**src/rtl/clk_div_multi.sv**
```systemverilog
// Multi-channel programmable clock divider / tick generator.
// Each channel emits a one-cycle pulse every D enabled cycles plus a divided level output.
module clk_div_multi #(
    parameter int NUM_CH      = 4,
    parameter int CNT_W       = 16,
    parameter int DEFAULT_DIV = 50,
    parameter int CH_W        = (NUM_CH > 1) ? $clog2(NUM_CH) : 1
) (
    input  logic              clk50,
    input  logic              rst,
    input  logic [NUM_CH-1:0] en,
    input  logic              sync,
    input  logic              cfg_we,
    input  logic [CH_W-1:0]   cfg_ch,
    input  logic [CNT_W-1:0]  cfg_div,
    input  logic              cfg_mode,
    output logic              cfg_ack,
    output logic [NUM_CH-1:0] pulse,
    output logic [NUM_CH-1:0] clk_out
);

    localparam logic [CNT_W-1:0] DEF_DIV = CNT_W'(DEFAULT_DIV);
    localparam logic [CNT_W-1:0] ONE     = CNT_W'(1);

    logic [CNT_W-1:0]  cnt    [NUM_CH];
    logic [CNT_W-1:0]  div    [NUM_CH];
    logic [CNT_W-1:0]  sh_div [NUM_CH];
    logic [NUM_CH-1:0] mode;
    logic [NUM_CH-1:0] sh_mode;
    logic [NUM_CH-1:0] pend;
    logic [NUM_CH-1:0] wr;

    // Out-of-range channel numbers never match, so such writes are dropped silently.
    always_comb begin
        wr = '0;
        for (int unsigned i = 0; i < NUM_CH; i++) begin
            wr[i] = cfg_we && (32'(cfg_ch) == i);
        end
    end

    always_ff @(posedge clk50) begin
        if (rst) begin
            for (int unsigned i = 0; i < NUM_CH; i++) begin
                cnt[i]    <= '0;
                div[i]    <= DEF_DIV;
                sh_div[i] <= DEF_DIV;
            end
            mode    <= '0;
            sh_mode <= '0;
            pend    <= '0;
            pulse   <= '0;
            clk_out <= '0;
            cfg_ack <= 1'b0;
        end else begin
            cfg_ack <= |wr;
            for (int unsigned i = 0; i < NUM_CH; i++) begin
                if (wr[i]) begin
                    sh_div[i]  <= cfg_div;
                    sh_mode[i] <= cfg_mode;
                end
                if (sync) begin
                    // A write in the sync cycle bypasses the shadow so it is active immediately.
                    cnt[i]     <= '0;
                    pulse[i]   <= 1'b0;
                    clk_out[i] <= 1'b0;
                    pend[i]    <= 1'b0;
                    if (wr[i]) begin
                        div[i]  <= cfg_div;
                        mode[i] <= cfg_mode;
                    end else if (pend[i]) begin
                        div[i]  <= sh_div[i];
                        mode[i] <= sh_mode[i];
                    end
                end else if (!en[i] || div[i] == '0) begin
                    // Idle or stalled channel: configuration takes effect at once.
                    pulse[i] <= 1'b0;
                    if (mode[i]) clk_out[i] <= 1'b0;
                    if (div[i] == '0) cnt[i] <= '0;
                    if (wr[i]) begin
                        div[i]  <= cfg_div;
                        mode[i] <= cfg_mode;
                        cnt[i]  <= '0;
                        pend[i] <= 1'b0;
                    end
                end else if (cnt[i] == div[i] - ONE) begin
                    cnt[i]     <= '0;
                    pulse[i]   <= 1'b1;
                    clk_out[i] <= mode[i] ? 1'b1 : ~clk_out[i];
                    if (pend[i]) begin
                        div[i]  <= sh_div[i];
                        mode[i] <= sh_mode[i];
                    end
                    // A write on the wrap edge waits for the following wrap.
                    pend[i] <= wr[i];
                end else begin
                    cnt[i]   <= cnt[i] + ONE;
                    pulse[i] <= 1'b0;
                    if (mode[i]) clk_out[i] <= 1'b0;
                    if (wr[i]) pend[i] <= 1'b1;
                end
            end
        end
    end

endmodule

```
**config.mk**
```make
export PLATFORM = sky130hd
export DESIGN_NAME = clk_div_multi
export DESIGN_NICKNAME = d
export VERILOG_FILES = /design/src/rtl/clk_div_multi.sv
export SDC_FILE = /design/constraint.sdc
export NUM_CORES = 1
export LEC_CHECK = 0
export BUFFER_PORTS_ARGS = -buffer_cell sky130_fd_sc_hd__buf_2
export CAP_MARGIN = 25
export CELL_PAD_IN_SITES_DETAIL_PLACEMENT = 1
export CELL_PAD_IN_SITES_GLOBAL_PLACEMENT = 1
export CORE_ASPECT_RATIO = 1.75
export CORE_UTILIZATION = 56
export CTS_BUF_LIST = sky130_fd_sc_hd__clkbuf_8
export CTS_CLUSTER_DIAMETER = 60
export DETAILED_ROUTE_END_ITERATION = 8
export GPL_TIMING_DRIVEN = 1
export PLACE_DENSITY_LB_ADDON = 0.08
export SKIP_CTS_REPAIR_TIMING = 1
export SYNTH_ARGS = -nofsm -noshare
export SYNTH_HDL_FRONTEND = slang
export SYNTH_SLANG_ARGS = --single-unit
```
**constraint.sdc**
```tcl
create_clock -name clk50 -period 7.1 [get_ports clk50]
set_input_delay 1.065 -clock clk50 [delete_from_list [all_inputs] [get_ports clk50]]
set_output_delay 1.065 -clock clk50 [all_outputs]
set_load 0.03 [all_outputs]
```
-- After elaboration in Yosys (flattened, before gate mapping)
Memories as Yosys holds them, arrays and structs flattened.
Index checks and enable logic that the tools add are counted.
- reduce and logical (&&, ||, !) cells: 35
- bitwise logic cells: 44
- muxes and demuxes: 241
- eq/ne operators: 15
- add/sub/neg operators: 8
- operators with widths (cell ; number):
    two-way mux 16 bit ; 40
    two-way mux 1 bit ; 201
    adder 16 x 1 -> 16 bit (second input constant) ; 4
    equality test 16 bit ; 4
    logical NOT 16 bit ; 4
    subtractor 16 x 1 -> 16 bit (second input constant) ; 4
    bitwise OR 1 bit ; 40
    AND reduction 2 bit ; 8
    inequality test 3 bit (second input constant) ; 4
    nonzero test 3 bit ; 4
    inequality test 2 bit (second input constant) ; 4
    nonzero test 2 bit ; 4
    equality test 2 bit (second input constant) ; 2
    logical AND 1 bit ; 4
    logical NOT 1 bit ; 4
    logical OR 1 bit ; 4
    NOT 1 bit ; 4
    OR reduction 4 bit ; 1
    equality test 2 x 1 -> 1 bit (second input constant) ; 1
    logical NOT 2 bit ; 1
    OR reduction 2 bit ; 1
- word-level logic and storage cells: 361
- memories kept: 3
- input port bits: 27
- RAM bits: 192
- flip-flop bits (word level): 21
- output and inout port bits: 9
- memory list (name ; words ; width ; rd ports ; clocked after memory_dff ; wr ports ; RTL line ; RTL):
    cnt ; 4 ; 16 ; 4 ; 0 ; 4 ; 25 ; logic [CNT_W-1:0] cnt [NUM_CH];
    div ; 4 ; 16 ; 4 ; 0 ; 4 ; 26 ; logic [CNT_W-1:0] div [NUM_CH];
    sh_div ; 4 ; 16 ; 4 ; 0 ; 4 ; 27 ; logic [CNT_W-1:0] sh_div [NUM_CH];

-- Logic depth before layout (Yosys ltp)
Gate-level depths: netlist of run 1.
- word-level depth: 10
- depth in mapped cells: 14
- mapped depth without buffers: 10

-- Worst setup path after synthesis of run 1
Ideal clock, no wire load.
- path kind: register to register
- start: memory div[2][0]
- end: memory div[2][0], enable pin
- path buffers: 4
- cell stages (with the launch flop): 14
- clock period less this slack: 3.840 ns
- data required time: 6.728 ns
- library setup time: 0.372 ns
- data arrival time: 3.468 ns
- setup slack: 3.260 ns
- cells stage by stage: edfxtp_1 clkbuf_1 inv_1 ha_1 clkbuf_1 nand4b_2 or3b_4 a2111oi_4 nand4_1 or4_4 a221o_1 buf_6 buf_6 nand2_1
- RTL lines (element ; RTL line):
    start: declaration ; 26

==> impl_results.md, run 1 <==
- Fill count: roughly 2,300
- Cell area after synthesis: around 0.012 mm^2
- Antenna cells: 0
- Wire per inst: between 20 and 25 um
- Detail Placement HPWL: 24.7 mm
- Worst-margin pin slew: 0.989 ns
- Clock share of power: 0.376
- Sequential share of the synthesized area: 0.507
- CORE AREA: 0.0214 mm^2
- I/O pin count: 36
- DIE WIDTH: ~110 um
- Min Clock Period, post-route: ~4.2 ns
- Synth Area per Inst: 10.0 um^2
- IO Port Bufs: 35
- Cells after DPL: about 1,500
- Die ar.: around 0.022 mm^2
- Syn nets: between 1,000 and 1,500
- RSZ-0062 raised after global routing: no
- Antenna Nets Post-Route: 0
- # clock sinks: 213
- Max-Cap Viols: 0
- Top_reg_cell synth: edfxtp_1
- Layout Utilization: 0.620
- Die Height: 197 um
- Dpl ws: roughly 2.8 ns
- TritonCTS buffer count: 35
- Total global-route track usage: 0.312
- Synth Register Bits: 213
- Routed wire length: 34.0 mm
- Synthesis Warnings: 0
- Reported net switching power: 0.000737 W
- Worst Setup Path Type: flop to flop
- Drt first-iter violations: 521
- Netlist cell types: 71
- Via count: roughly 9,500
- Comb pwr share: 0.089
- Crit. Startpoint: div[1][0]
- Vias/cell: approximately 6.1
- WP data required: 7.25 ns
- Fin cells: 1,555
- Max Clock Freq: about 0.24 GHz
- Critical Path Start Type: flop
- CP max FO: 16
- Metal-1 WL: approximately 13 mm
- RD Place Congestion: around 0.92
- PD cells: about 210 mW/mm^2
- Final nets: around 1,300
- Leak: approximately 4.7 nW
- Number of global-route vias before repair: about 10,000
- Period utilization: 0.593
- Switching share of power: 0.264
- Internal power: 0.00206 W
- Status: complete, no violations
- Clk Latency, worst-skew pair: between 0.5 and 0.6 ns
- # setup viols final: 0
- Async set-reset flop share out of synthesis: 0
- H-tree depth: 2
- Cells after synthesis: roughly 1,200
- Clk buf depth: 3
- Final worst slack: 2.89 ns
- TritonRoute pass-1 iters: 5
- CTS root buf: clkbuf_8
- Initial antenna violation count: 0
- Initial core utilization: 0.570
- Critical path endpoint category: flop
- Endpoints failing hold: 0
- Fraction of layout cells with a size suffix above 1: 0.103
- First-pass GRT wire length: approximately 53 mm
- Final Skew: ~0.021 ns
- Slew Viols, Final: 0
- Total global routing overflow: 0
- Clk slew on worst S/H paths: about 0.060 ns
- Largest net degree at the start of global routing: 54
- Flop pwr share: 0.535
- CP arrival: 4.36 ns
- TNS Setup: 0 ns
- Final Power: around 0.0028 W
- Slew margin rel.: 0.339
- Routed met2 length: 17.7 mm
- DRC Markers: 0
- DR WL met3: ~1.3 mm
- Worst R2R Start: div[1][0]
- Top sig layer: met4
- Area growth syn-to-layout: 8.72%
- Startpoint of the worst hold path: sh_mode[0]
- Hold crit path type: flop to flop
- Max VDD drop: around 0.16 mV
- Post-synth EDFFs: 192
- Rows: between 70 and 80
- CTS tree: done
synthesized netlist by cell type, types with 21 or more instances:
cell,count,area share
xor2_1,57,0.041
inv_1,29,0.0089
clkbuf_1,53,0.016
o21ai_0,46,0.019
edfxtp_1,192,0.47
dfxtp_1,21,0.034
a21oi_1,70,0.029
xnor2_1,87,0.062
nor3_1,27,0.011
nand3_1,92,0.038
nor2_1,140,0.043
and3_1,59,0.030
nand4_1,22,0.011
nand2_1,85,0.026
path summary, 6_finish.rpt:
kind	to	slack (ns)	cells past startpoint
worst max register to register	div[1][0]	2.89	9
worst max-delay path	div[1][0]	2.89	9
worst min register to register	sh_mode[0]	0.48	2
worst min-delay path	sh_mode[0]	0.48	2
cells in the final DEF, fill, tap and decap left out, types with 22 or more instances in the layout:
| cell type | count |
|---|---|
| edfxtp_1 | 192 |
| and3_1 | 59 |
| xnor2_1 | 87 |
| clkbuf_8 | 35 |
| nor2_1 | 140 |
| nand3_1 | 92 |
| nand4_1 | 22 |
| nand2_1 | 85 |
| buf_2 | 35 |
| nor3_1 | 27 |
| o21ai_0 | 46 |
| xor2_1 | 57 |
| a21oi_1 | 70 |
| inv_1 | 37 |
power by group through the flow:
| stage | clock [W] | sequential (W) | combinational (W) |
|---|---|---|---|
| after floorplan | 0 | 0.00149 | 0.000178 |
| after global placement | 0 | 0.00152 | 0.000236 |
| after detailed placement | 0 | 0.00152 | 0.000246 |
| after CTS | 0.00107 | 0.00149 | 0.000248 |
| after global routing | 0.00111 | 0.00150 | 0.000271 |
| final | 0.00105 | 0.00150 | 0.000249 |
worst max-delay path: stages, from the launching register on:
cell	delay [ns]
edfxtp_1	0.49
inv_1	0.11
ha_1	0.22
or4b_2	0.67
o21ai_0	0.26
a21oi_1	0.11
o31ai_1	0.64
or3_1	0.35
a211o_1	0.46
nand2_1	0.51
cell type report:
class                   instances  area [um^2]  area share
flip-flops and latches        213         6190       0.466
multi-input cells             912         5690       0.429
clock buffers                  35          482      0.0363
well taps                     292          365      0.0275
repair buffers                 46          265      0.0200
clock inverters                28          175      0.0132
inverters                      29          109     0.00820
metal layers:
layer  GRT usage  up-vias
li1            -     4495
met1       0.340     4695
met2       0.563      238
met3      0.0494      117
met4       0.189        0
met5           0        -
registers in the layout (all words and copies together) (netlist names):
name / count
cnt: 64
clk_out: 4
sh_mode: 4
cfg_ack: 1
pulse: 4
mode: 4
sh_div: 64
div: 64
pend: 4
stage by stage:
stage	instance area (um^2)	hold slack (ns)
2_1_floorplan	12200	0.433
3_3_place_gp	12600	0.449
3_5_place_dp	12600	0.469
4_1_cts	13200	0.494
5_1_grt	13300	0.492
6_report	13300	0.480
kinds of logic (layout without fill, tap and decap cells):
family                     Yosys count  after routing  share of synthesized area
DFF                                213            213                      0.507
buffers and inverters               91            138                     0.0295
and+or+nand+nor                    535            535                      0.226
AOI/OAI and AO/OA                  216            216                      0.119
muxes                                9              9                    0.00779
xor gates and xnor gates           144            144                      0.103
adders and majority gates            8              8                    0.00820
(Power assumes the default switching activity.)
==> inputs of run 2 (changes only) <==
--- a/config.mk
+++ b/config.mk
@@ -10,7 +10,7 @@
 export CELL_PAD_IN_SITES_DETAIL_PLACEMENT = 1
 export CELL_PAD_IN_SITES_GLOBAL_PLACEMENT = 1
 export CORE_ASPECT_RATIO = 1.75
-export CORE_UTILIZATION = 56
+export CORE_UTILIZATION = 52
 export CTS_BUF_LIST = sky130_fd_sc_hd__clkbuf_8
 export CTS_CLUSTER_DIAMETER = 60
 export DETAILED_ROUTE_END_ITERATION = 8
==> constraint.sdc (replaced) <==
create_clock -name clk50 -period 4.3 [get_ports clk50]
set_input_delay 0.645 -clock clk50 [delete_from_list [all_inputs] [get_ports clk50]]
set_output_delay 0.645 -clock clk50 [all_outputs]
set_load 0.03 [all_outputs]
==> impl_results.md, run 2 (same netlist as run 1, synthesis figures left out) <==
- Critical Path Start Type: flop
- Reported net switching power: 0.00123 W
- Max Clock Freq: 0.253 GHz
- Status: complete, no violations
- Rows: 73
- Clk buf depth: 3
- CP arrival: approximately 4.2 ns
- Max VDD drop: approximately 0.28 mV
- Switching share of power: 0.264
- Max-Cap Viols: 0
- WHS Endpoint: cfg_ack
- Worst-margin pin slew: about 1.0 ns
- FF-to-FF End: div[1][11]
- Routed met2 length: 17.7 mm
- Wire per inst: 21.3 um
- Top sig layer: met4
- Register-to-register setup slack: 0.35 ns
- Worst Setup Path Type: flop to flop
- TNS Setup: 0 ns
- Startpoint of the worst hold path: cfg_we
- Antenna cells: 0
- Antenna Nets Post-Route: 0
- CTS tree: done
- Area growth syn-to-layout: 9.92%
- RD Place Congestion: 0.947
- Flop pwr share: 0.532
- DIE WIDTH: roughly 120 um
- Fill count: roughly 2,600
- CP max FO: 16
- PD cells: around 350 mW/mm^2
- Routed wire length: roughly 34 mm
- Final Skew: about 0.018 ns
- # setup viols final: 0
- Number of global-route vias before repair: between 10,000 and 15,000
- Most frequent cells in the layout: edfxtp_1 (192), nor2_1 (140), nand3_1 (92), xnor2_1 (87), nand2_1 (85)
- Via count: approximately 9,500
- Critical path endpoint category: flop
- Comb pwr share: 0.090
- Register Area: roughly 0.0062 mm^2
- Drt first-iter violations: about 640
- Slew margin rel.: 0.309
- Clk Latency, worst-skew pair: ~0.56 ns
- DRC Markers: 0
- Internal power: approximately 0.0034 W
- DR WL met3: between 1 and 1.5 mm
- WP data required: around 4.6 ns
- Vias/cell: between 6 and 7
- Clk slew on worst S/H paths: approximately 0.070 ns
- Period utilization: 0.918
- R2R cell count: 11
- TritonRoute pass-1 iters: 5
- Endpoints failing hold: 0
- Leak: about 4.8 nW
- Final Power: roughly 0.0046 W
- Cells after DPL: roughly 1,500
- Initial antenna violation count: 0
- Dpl ws: roughly 0.41 ns
- Min Clock Period, post-route: between 3 and 4 ns
- RSZ-0062 raised after global routing: no
- Die Height: slightly above 200 um
- Slew Viols, Final: 0
- Total global-route track usage: 0.285
- Detail Placement HPWL: ~25 mm
- Total global routing overflow: 0
- Fin cells: approximately 1,600
- Worst hold path depth: 2
- Final nets: 1,290
- IO Port Bufs: 35
- Metal-1 WL: between 10 and 15 mm
- First-pass GRT wire length: around 53 mm
- Worst R2R Start: div[1][0]
- Most common cell after layout, fill and taps aside: edfxtp_1
- CORE AREA: 0.0228 mm^2
- Fraction of layout cells with a size suffix above 1: 0.118
- Largest regs: cnt (64), div (64), sh_div (64)
- # clock sinks: around 210
- H-tree depth: 2
- Die ar.: between 0.02 and 0.025 mm^2
- Final worst slack: roughly 0.35 ns
- Clock share of power: 0.378
- I/O pin count: 36
- Initial core utilization: 0.535
- CTS root buf: clkbuf_8
- TritonCTS buffer count: 35
- Largest net degree at the start of global routing: 35
- Multi-input logic area: roughly 0.0057 mm^2
- Hold crit path type: primary input to flop
==> run 2: worst max-delay path by stage <==
stage               startpoint    endpoint  cells after the start
global placement     div[1][0]   div[1][0]                     11
CTS                  div[1][0]   div[1][0]                     11
finish               div[1][0]  div[1][11]                     11
global route         div[1][0]   div[1][0]                     11
detailed placement   div[1][0]   div[1][0]                     11
floorplan            div[2][0]   div[2][0]                     13
==> run 2: power groups by stage <==
stage               combinational (W)  clock [W]  sequential [W]
floorplan                    0.000293          0         0.00247
global placement             0.000401          0         0.00250
detailed placement           0.000415          0         0.00251
CTS                          0.000419    0.00178         0.00247
global route                 0.000456    0.00186         0.00248
finish                       0.000418    0.00175         0.00247
==> run 2: layout make-up <==
type	instances	share of cell area
Clock inverter	24	0.00998
Tap cell	300	0.0280
Timing Repair Buffer	64	0.0296
Inverter	29	0.00811
Sequential cell	213	0.461
Clock buffer	39	0.0400
Multi-Input combinational cell	912	0.423
==> run 2: layer usage <==
metal,up-vias,track usage
li1,4539,-
met3,98,0.0362
met5,-,0
met2,209,0.523
met4,0,0.180
met1,4684,0.310
==> run 2: critical path, cell delays in order (launching register included) <==
cell	delay (ns)
edfxtp_1	0.48
inv_1	0.11
ha_1	0.21
or4b_2	0.67
nor2_1	0.32
nand4b_1	0.14
o211ai_1	0.10
o211ai_1	0.21
or3_1	0.53
a211o_1	0.47
nand2_1	0.14
buf_4	0.24
==> run 2: per-stage QoR <==
stage | utilization | instance area [um^2] | hold WS [ns]
after floorplan | - | 12200 | 0.433
after global placement | 0.558 | 12700 | 0.440
after detailed placement | 0.558 | 12700 | 0.454
after CTS | 0.587 | 13400 | 0.392
after global routing | 0.588 | 13400 | 0.408
final | 0.588 | 13400 | 0.413
